$ cat src/rtl/spi_reg_ctrl.sv
// Command/register sequencer between an SPI slave byte datapath and a fabric register bus.
// Define SPI_REG_CTRL_STATUS_EN to add a frame counter reported as a status byte during the command byte.
module spi_reg_ctrl #(
  parameter int         ADDR_W  = 7,
  parameter logic [7:0] IDLE_TX = 8'h00
) (
  input  logic              clk,
  input  logic              rst,
  input  logic              cs,
  input  logic [7:0]        rxd_out,
  input  logic              rxd_flag,
  output logic [7:0]        txd_data,
  output logic [ADDR_W-1:0] reg_addr,
  output logic [7:0]        reg_wdata,
  output logic              reg_we,
  output logic              reg_re,
  input  logic [7:0]        reg_rdata,
  output logic              busy
);

  typedef enum logic [2:0] {
    IDLE     = 3'd0,
    CMD      = 3'd1,
    WR       = 3'd2,
    RD_FETCH = 3'd3,
    RD_LATCH = 3'd4,
    RD_DATA  = 3'd5
  } state_e;

  state_e            state_q, state_d;
  logic              cs_s1_q, cs_s1_d;
  logic              cs_s2_q, cs_s2_d;
  logic [1:0]        settle_q, settle_d;
  logic              armed_q, armed_d;
  logic [ADDR_W-1:0] addr_q, addr_d;
  logic [ADDR_W-1:0] reg_addr_q, reg_addr_d;
  logic [7:0]        reg_wdata_q, reg_wdata_d;
  logic [7:0]        txd_q, txd_d;
  logic              reg_we_q, reg_we_d;
  logic              rd_strobe;
  logic              frame_active;
  logic              frame_end;

  assign frame_active = ~cs_s2_q;
  assign frame_end    = (state_q != IDLE) && !frame_active;

  always_comb begin
    state_d     = state_q;
    cs_s1_d     = cs;
    cs_s2_d     = cs_s1_q;
    settle_d    = {settle_q[0], 1'b1};
    // A frame may only start after a genuine high on cs has passed the
    // synchronizer, so a reset released mid-frame cannot restart that frame.
    armed_d     = armed_q | (settle_q[1] & cs_s2_q);
    addr_d      = addr_q;
    reg_addr_d  = reg_addr_q;
    reg_wdata_d = reg_wdata_q;
    txd_d       = txd_q;
    reg_we_d    = 1'b0;
    rd_strobe   = 1'b0;

    if (frame_end) begin
      state_d = IDLE;
      txd_d   = IDLE_TX;
    end else begin
      case (state_q)
        IDLE: begin
          if (frame_active && armed_q) state_d = CMD;
        end
        CMD: begin
          if (rxd_flag) begin
            addr_d     = rxd_out[ADDR_W-1:0];
            reg_addr_d = rxd_out[ADDR_W-1:0];
            state_d    = rxd_out[7] ? RD_FETCH : WR;
          end
        end
        WR: begin
          if (rxd_flag) begin
            reg_we_d    = 1'b1;
            reg_addr_d  = addr_q;
            reg_wdata_d = rxd_out;
            addr_d      = addr_q + ADDR_W'(1);
          end
        end
        RD_FETCH: begin
          rd_strobe = 1'b1;
          state_d   = RD_LATCH;
        end
        RD_LATCH: begin
          txd_d   = reg_rdata;
          addr_d  = addr_q + ADDR_W'(1);
          state_d = RD_DATA;
        end
        RD_DATA: begin
          if (rxd_flag) begin
            reg_addr_d = addr_q;
            state_d    = RD_FETCH;
          end
        end
        default: state_d = IDLE;
      endcase
    end
  end

  always_ff @(posedge clk) begin
    if (!rst) begin
      state_q     <= IDLE;
      cs_s1_q     <= 1'b1;
      cs_s2_q     <= 1'b1;
      settle_q    <= 2'b00;
      armed_q     <= 1'b0;
      addr_q      <= '0;
      reg_addr_q  <= '0;
      reg_wdata_q <= '0;
      txd_q       <= IDLE_TX;
      reg_we_q    <= 1'b0;
    end else begin
      state_q     <= state_d;
      cs_s1_q     <= cs_s1_d;
      cs_s2_q     <= cs_s2_d;
      settle_q    <= settle_d;
      armed_q     <= armed_d;
      addr_q      <= addr_d;
      reg_addr_q  <= reg_addr_d;
      reg_wdata_q <= reg_wdata_d;
      txd_q       <= txd_d;
      reg_we_q    <= reg_we_d;
    end
  end

`ifdef SPI_REG_CTRL_STATUS_EN
  logic [3:0] frame_cnt_q, frame_cnt_d;
  logic       got_byte_q, got_byte_d;

  always_comb begin
    frame_cnt_d = frame_cnt_q;
    got_byte_d  = got_byte_q;
    if (frame_end) begin
      if (got_byte_q) frame_cnt_d = frame_cnt_q + 4'd1;
      got_byte_d = 1'b0;
    end else if (rxd_flag && (state_q == CMD || state_q == WR || state_q == RD_DATA)) begin
      got_byte_d = 1'b1;
    end
  end

  always_ff @(posedge clk) begin
    if (!rst) begin
      frame_cnt_q <= 4'd0;
      got_byte_q  <= 1'b0;
    end else begin
      frame_cnt_q <= frame_cnt_d;
      got_byte_q  <= got_byte_d;
    end
  end

  assign txd_data = (state_q == IDLE || state_q == CMD) ? {4'hA, frame_cnt_q} : txd_q;
`else
  assign txd_data = txd_q;
`endif

  assign reg_addr  = reg_addr_q;
  assign reg_wdata = reg_wdata_q;
  assign reg_we    = reg_we_q;
  assign reg_re    = rd_strobe;
  assign busy      = frame_active;

endmodule

$ cat config.mk
export PLATFORM = sky130hd
export DESIGN_NAME = spi_reg_ctrl
export DESIGN_NICKNAME = d
export VERILOG_FILES = /design/src/rtl/spi_reg_ctrl.sv
export SDC_FILE = /design/constraint.sdc
export NUM_CORES = 1
export LEC_CHECK = 0
export CAP_MARGIN = 10
export CORE_ASPECT_RATIO = 1.2
export CORE_MARGIN = 2
export CORE_UTILIZATION = 52
export DETAILED_ROUTE_END_ITERATION = 16
export GPL_TIMING_DRIVEN = 1
export HOLD_SLACK_MARGIN = 0.06
export MAX_ROUTING_LAYER = met4
export PLACE_DENSITY_LB_ADDON = 0.25
export REMOVE_ABC_BUFFERS = 1
export SYNTH_ARGS = -nofsm -noshare
export SYNTH_HDL_FRONTEND = slang
export SYNTH_SLANG_ARGS = --single-unit
$ cat constraint.sdc
create_clock -name clk -period 4.95 [get_ports clk]
set_clock_uncertainty 0.15 [all_clocks]
set_input_delay 1.2375 -clock clk [delete_from_list [all_inputs] [get_ports clk]]
set_output_delay 1.2375 -clock clk [all_outputs]
set_load 0.005 [all_outputs]
==> results of run 1 <==
[critical path: cells and delay by family (launching register included)]
kind / cells / cell delay, ps
simple gates: 1 / 300
flops: 1 / 810
buf+inv: 1 / 500
[Yosys cell counts, drive strengths merged (2+ instances only)]
cell / number
or4b: 2
mux2i: 23
buf: 8
a211oi: 9
nor3b: 3
and4: 2
and3: 2
a21o: 2
inv: 4
dfxtp: 39
a32oi: 2
nand2b: 5
a21oi: 9
o21ai: 9
nand3: 3
nor3: 4
nor2: 28
clkbuf: 4
or3b: 2
o221a: 3
nand2: 2
[cell families after synthesis]
family	after synthesis
adders and majority gates	1
muxes	23
buffers and inverters	16
xor gates and xnor gates	2
and+or+nand+nor	59
DFF	39
AOI/OAI and AO/OA	40
[final timing paths]
path / start / to / slack [ps] / cells past startpoint
worst max-delay path: state_q[0] / reg_re / 1670 / 2
worst min-delay path: cs_s1_q / cs_s2_q / 290 / 1
worst max register to register: state_q[0] / addr_q[0] / 2330 / 4
worst min register to register: cs_s1_q / cs_s2_q / 290 / 1
[cell type report]
type,count,area [um2],share of cell area [%]
clock inverters,1,30.0,1.30
inverters,4,15.0,0.648
clock buffers,6,72.6,3.13
multi-input cells,125,922,39.8
repair buffers,45,450,19.4
flip-flops and latches,39,781,33.7
well taps,37,46.3,2.00
[report_power, final]
part / internal (W) / switching (W)
clock network: 0.000148 / 0.000102
logic: 0.0000190 / 0.0000151
registers: 0.000316 / 0.00000193
[routing by layer]
metal	global-route usage [%]	up-vias
li1	-	727
met4	8.14	0
met2	39.5	38
met3	7.37	6
met1	23.9	709
met5	-	-
[registers in the layout, indices dropped and copies added, names as in the netlist, 2 cells and up]
signal	count
reg_wdata	8
txd_data	8
addr_q	7
reg_addr	7
state_q	3
settle_q	2
[metrics by stage]
| stage | area, um2 | total power (W) | setup WS [ps] |
|---|---|---|---|
| finish | 2320 | 0.000602 | 1670 |
| global route | 2320 | 0.000624 | 1540 |
| CTS | 2320 | 0.000607 | 1670 |
| detailed placement | 2210 | 0.000360 | 1840 |
| global placement | 2210 | 0.000359 | 1920 |
| floorplan | 1720 | 0.000337 | 2640 |
==> run_results.csv, run 1 <==
group,metric,value,unit
drt,dr_wl_met2,2100,um
logic_synthesis,synth_cell_types,47,
drt,drcViolationCount,0,
finish,final_cell_mix,"45 x clkdlybuf4s50_1, 39 x dfxtp_1, 25 x nor2_1",
finish,drive_above_1_share,10.0,%
floorplanning,die-area,3940,um2
drt,wire_per_inst,14.9,um
finish,antenna_cells,0,
sta,max_slew.worst_pin.slew,914,ps
sta,hold_viol_final,0,
logic_synthesis,synth_compound_area_share,18.8,%
clock_tree,clk_latency,290,ps
global_routing,grt_max_degree,24,
clock_tree,clock-sinks,39,
sta,max_freq,305,MHz
logic_synthesis,synth_ff_type,"dfxtp_1",
clock_tree,post_cts_resized,0,
clock_tree,cts_hold_buf,0,
clock_tree,cts_buffer_depth,2,
drt,met3WireLength,195,um
logic_synthesis,yosys.area.top_type,"dfxtp_1",
finish,nFillCells,266,
clock_tree,cts_setup_buffers,0,
drt,wl_met1,1450,um
logic_synthesis,synth-edff-count,0,
floorplanning,die_h,68.3,um
critical_path,crit_slowest_cell,"dfxtp_1",
drt,drt_wl_total,3820,um
global_routing,grt_pass1_vias,1452,
critical_path,start_kind,"flip-flop",
floorplanning,num_rows,23,
clock_tree,clk_pin_slew,70,ps
clock_tree,numCtsBuffers,5,
placed_design,dp_hpwl,2850,um
critical_path,worstPathCellList,"and4_1 > clkdlybuf4s50_1",
clock_tree,cts_tree,"yes",
placed_design,dpl.cell_count,250,
critical_path,crit_path_end_kind,"output pin",
logic_synthesis,syn-cell-area,1790,um2
pwr,leakage,0.838,nW
floorplanning,start_util,54.2,%
placed_design,place.gp.congestion,0.868,
drt,via_count,1480,
floorplanning,fp.coreArea,3310,um2
logic_synthesis,synth_area_leaders,"dfxtp_1 44%, mux2i_1 13%, nor2_1 5.2%",
logic_synthesis,yosysSeqAreaShare,43.5,%
pwr,p_per_area,260,nW/um2
sta,post-route-period-util,66.3,%
drt,dr.first_iter.drc_count,59,
floorplanning,io_pins,46,
floorplanning,die_w,57.6,um
sta,slew_headroom,38.8,%
logic_synthesis,async_flop_share,0,%
global_routing,grt_overflow,0,
sta,rsz0062_at_grt,"false",
critical_path,cp_max_fo,23,
sta,setup_viol,0,
clock_tree,clockRootBuffer,"clkbuf_8",
logic_synthesis,synth_area_per_cell,9.96,um2
critical_path,slowest_delay,810,ps
sta,finalMaxSlewViolations,0,
logic_synthesis,synth_xor_area_share,0.977,%
global_routing,grt_pass1_wl,6610,um
logic_synthesis,yosys_warnings,0,
finish,nets,241,
finish,instances_no_fill,257,
finish,final_common_cell,"clkdlybuf4s50_1",
drt,routed.top_layer,"met4",
global_routing,antenna_found_initial,0,
critical_path,crit_required,3560,ps
global_routing,track_usage,22.6,%
logic_synthesis,synthSimpleGateAreaFrac,18.1,%
critical_path,arrival,1890,ps
logic_synthesis,synthAdderAreaFrac,0.698,%
placed_design,port_buffers,45,
clock_tree,htree_levels,2,
flow_run,max_cap_viol_count,0,
logic_synthesis,syn_inst,180,
hold_path,hp-class,"reg2reg",
critical_path,criticalPathCategory,"reg2out",
drt,vias_per_cell,5.76,
run_status,status,"complete, no violations",
sta,tns,0,ps
pwr,ir_worst_vdd,0.000289,V
logic_synthesis,synth_top_area_share,43.5,%
sta,whs,289,ps
drt,final_antenna_net_count,0,
logic_synthesis,ys_ff_latch,39,
finish,area_delta_synth_final,29.2,%
sta,final.min_clock_period,3280,ps
logic_synthesis,muxShareOfSynthArea,12.8,%
finish,final_util,70.0,%
drt,first_pass_iters,4,
logic_synthesis,synth_top_family_by_area,"compound AO/OA/AOI/OAI gates",
Note: power is estimated with default switching activity, not from simulation.
==> inputs of run 2 (changes only) <==
Settings changed: CORE_UTILIZATION 52 to 43.
Clock period 4.95 ns to 2.8 ns, I/O delays scaled along.
==> run_results.csv, run 2 (synthesized netlist as in run 1, its figures left out) <==
group,metric,value,unit
drt,vias_per_cell,5.09,
finish,final_cell_mix,"45 x clkdlybuf4s50_1, 39 x dfxtp_1, 25 x nor2_1",
drt,final_antenna_net_count,0,
sta,final.min_clock_period,2470,ps
finish,nFillCells,345,
floorplanning,die-area,4700,um2
hold_path,hp-class,"reg2reg",
floorplanning,die_h,74.7,um
sta,max_freq,404,MHz
drt,drt_wl_total,3630,um
pwr,leakage,0.880,nW
finish,final_common_cell,"clkdlybuf4s50_1",
critical_path,cp_max_fo,13,
floorplanning,num_rows,25,
clock_tree,cts_setup_buffers,0,
floorplanning,io_pins,46,
sta,slew_headroom,49.4,%
critical_path,crit_required,1950,ps
clock_tree,cts_buffer_depth,2,
sta,max_slew.worst_pin.slew,755,ps
clock_tree,clk_pin_slew,80,ps
global_routing,grt_max_degree,16,
clock_tree,cts_hold_buf,0,
drt,wire_per_inst,12.9,um
finish,antenna_cells,0,
clock_tree,clockRootBuffer,"clkbuf_8",
global_routing,grt_overflow,0,
placed_design,dp_hpwl,2570,um
clock_tree,cts_tree,"yes",
global_routing,track_usage,17.7,%
placed_design,port_buffers,45,
global_routing,grt_pass1_vias,1382,
sta,post-route-period-util,88.4,%
sta,hold_viol_final,0,
clock_tree,clk_latency,290,ps
pwr,ir_worst_vdd,0.000335,V
critical_path,arrival,1620,ps
floorplanning,fp.coreArea,3970,um2
clock_tree,clock-sinks,39,
clock_tree,htree_levels,2,
flow_run,max_cap_viol_count,0,
critical_path,start_kind,"flip-flop",
sta,tns,0,ps
placed_design,dpl_worst_slack,362,ps
clock_tree,post_cts_resized,0,
global_routing,antenna_found_initial,0,
floorplanning,die_w,62.9,um
sta,finalMaxSlewViolations,0,
finish,final_util,60.9,%
placed_design,place.gp.congestion,0.793,
drt,dr.first_iter.drc_count,59,
critical_path,crit_path_end_kind,"output pin",
finish,area_delta_synth_final,34.8,%
sta,rsz0062_at_grt,"false",
drt,via_count,1430,
pwr,p_per_area,488,nW/um2
sta,finalWorstSetupSlack,326,ps
finish,nets,247,
run_status,status,"complete, no violations",
global_routing,grt_pass1_wl,6250,um
floorplanning,start_util,45.1,%
finish,drive_above_1_share,13.2,%
drt,drcViolationCount,0,
clock_tree,numCtsBuffers,5,
critical_path,criticalPathCategory,"reg2out",
drt,first_pass_iters,4,
sta,setup_viol,0,
## run 2: path summary, 6_finish.rpt
check,start,endpoint,slack (ps),cells past startpoint
worst max register to register,state_q[1],reg_addr[1],730,4
worst min register to register,cs_s1_q,cs_s2_q,280,1
worst min-delay path,cs_s1_q,cs_s2_q,280,1
worst max-delay path,state_q[1],reg_re,330,2
## run 2: critical path, cell delays in order (launching register included)
cell and delay, ps:
dfxtp_1 590, and4_1 250, clkdlybuf4s50_1 490
## run 2: report_power, final
| group | total [W] | switching [W] | internal [W] |
|---|---|---|---|
| logic | 0.0000635 | 0.0000278 | 0.0000356 |
| clock network | 0.000554 | 0.000199 | 0.000355 |
| registers | 0.000561 | 0.00000285 | 0.000559 |
| total | 0.00118 | 0.000230 | 0.000950 |
## run 2: final cells by class
type                    instances  area [um2]  area share [%]
repair buffers                 51         495            20.5
clock inverters                 3        67.6            2.80
flip-flops and latches         39         781            32.3
clock buffers                   5        68.8            2.85
well taps                      54        67.6            2.80
multi-input cells             125         922            38.1
inverters                       4        15.0           0.621
## run 2: per-layer routing
metal	part of all wire [%]	vias up	global-route usage [%]	wire length, um
li1	-	736	-	-
met1	45	648	20.6	1620
met2	48	38	27.9	1740
met3	5.2	8	5.83	188
met4	2.0	0	8.15	74
met5	0	-	-	0
## run 2: per-stage QoR
stage,total power [W],instance area (um2),hold slack (ps),cells
finish,0.00118,2420,277,281
global placement,0.000638,2280,244,273
detailed placement,0.000639,2280,255,273
global route,0.00123,2420,289,281
CTS,0.00120,2420,281,281
floorplan,0.000596,1720,236,168
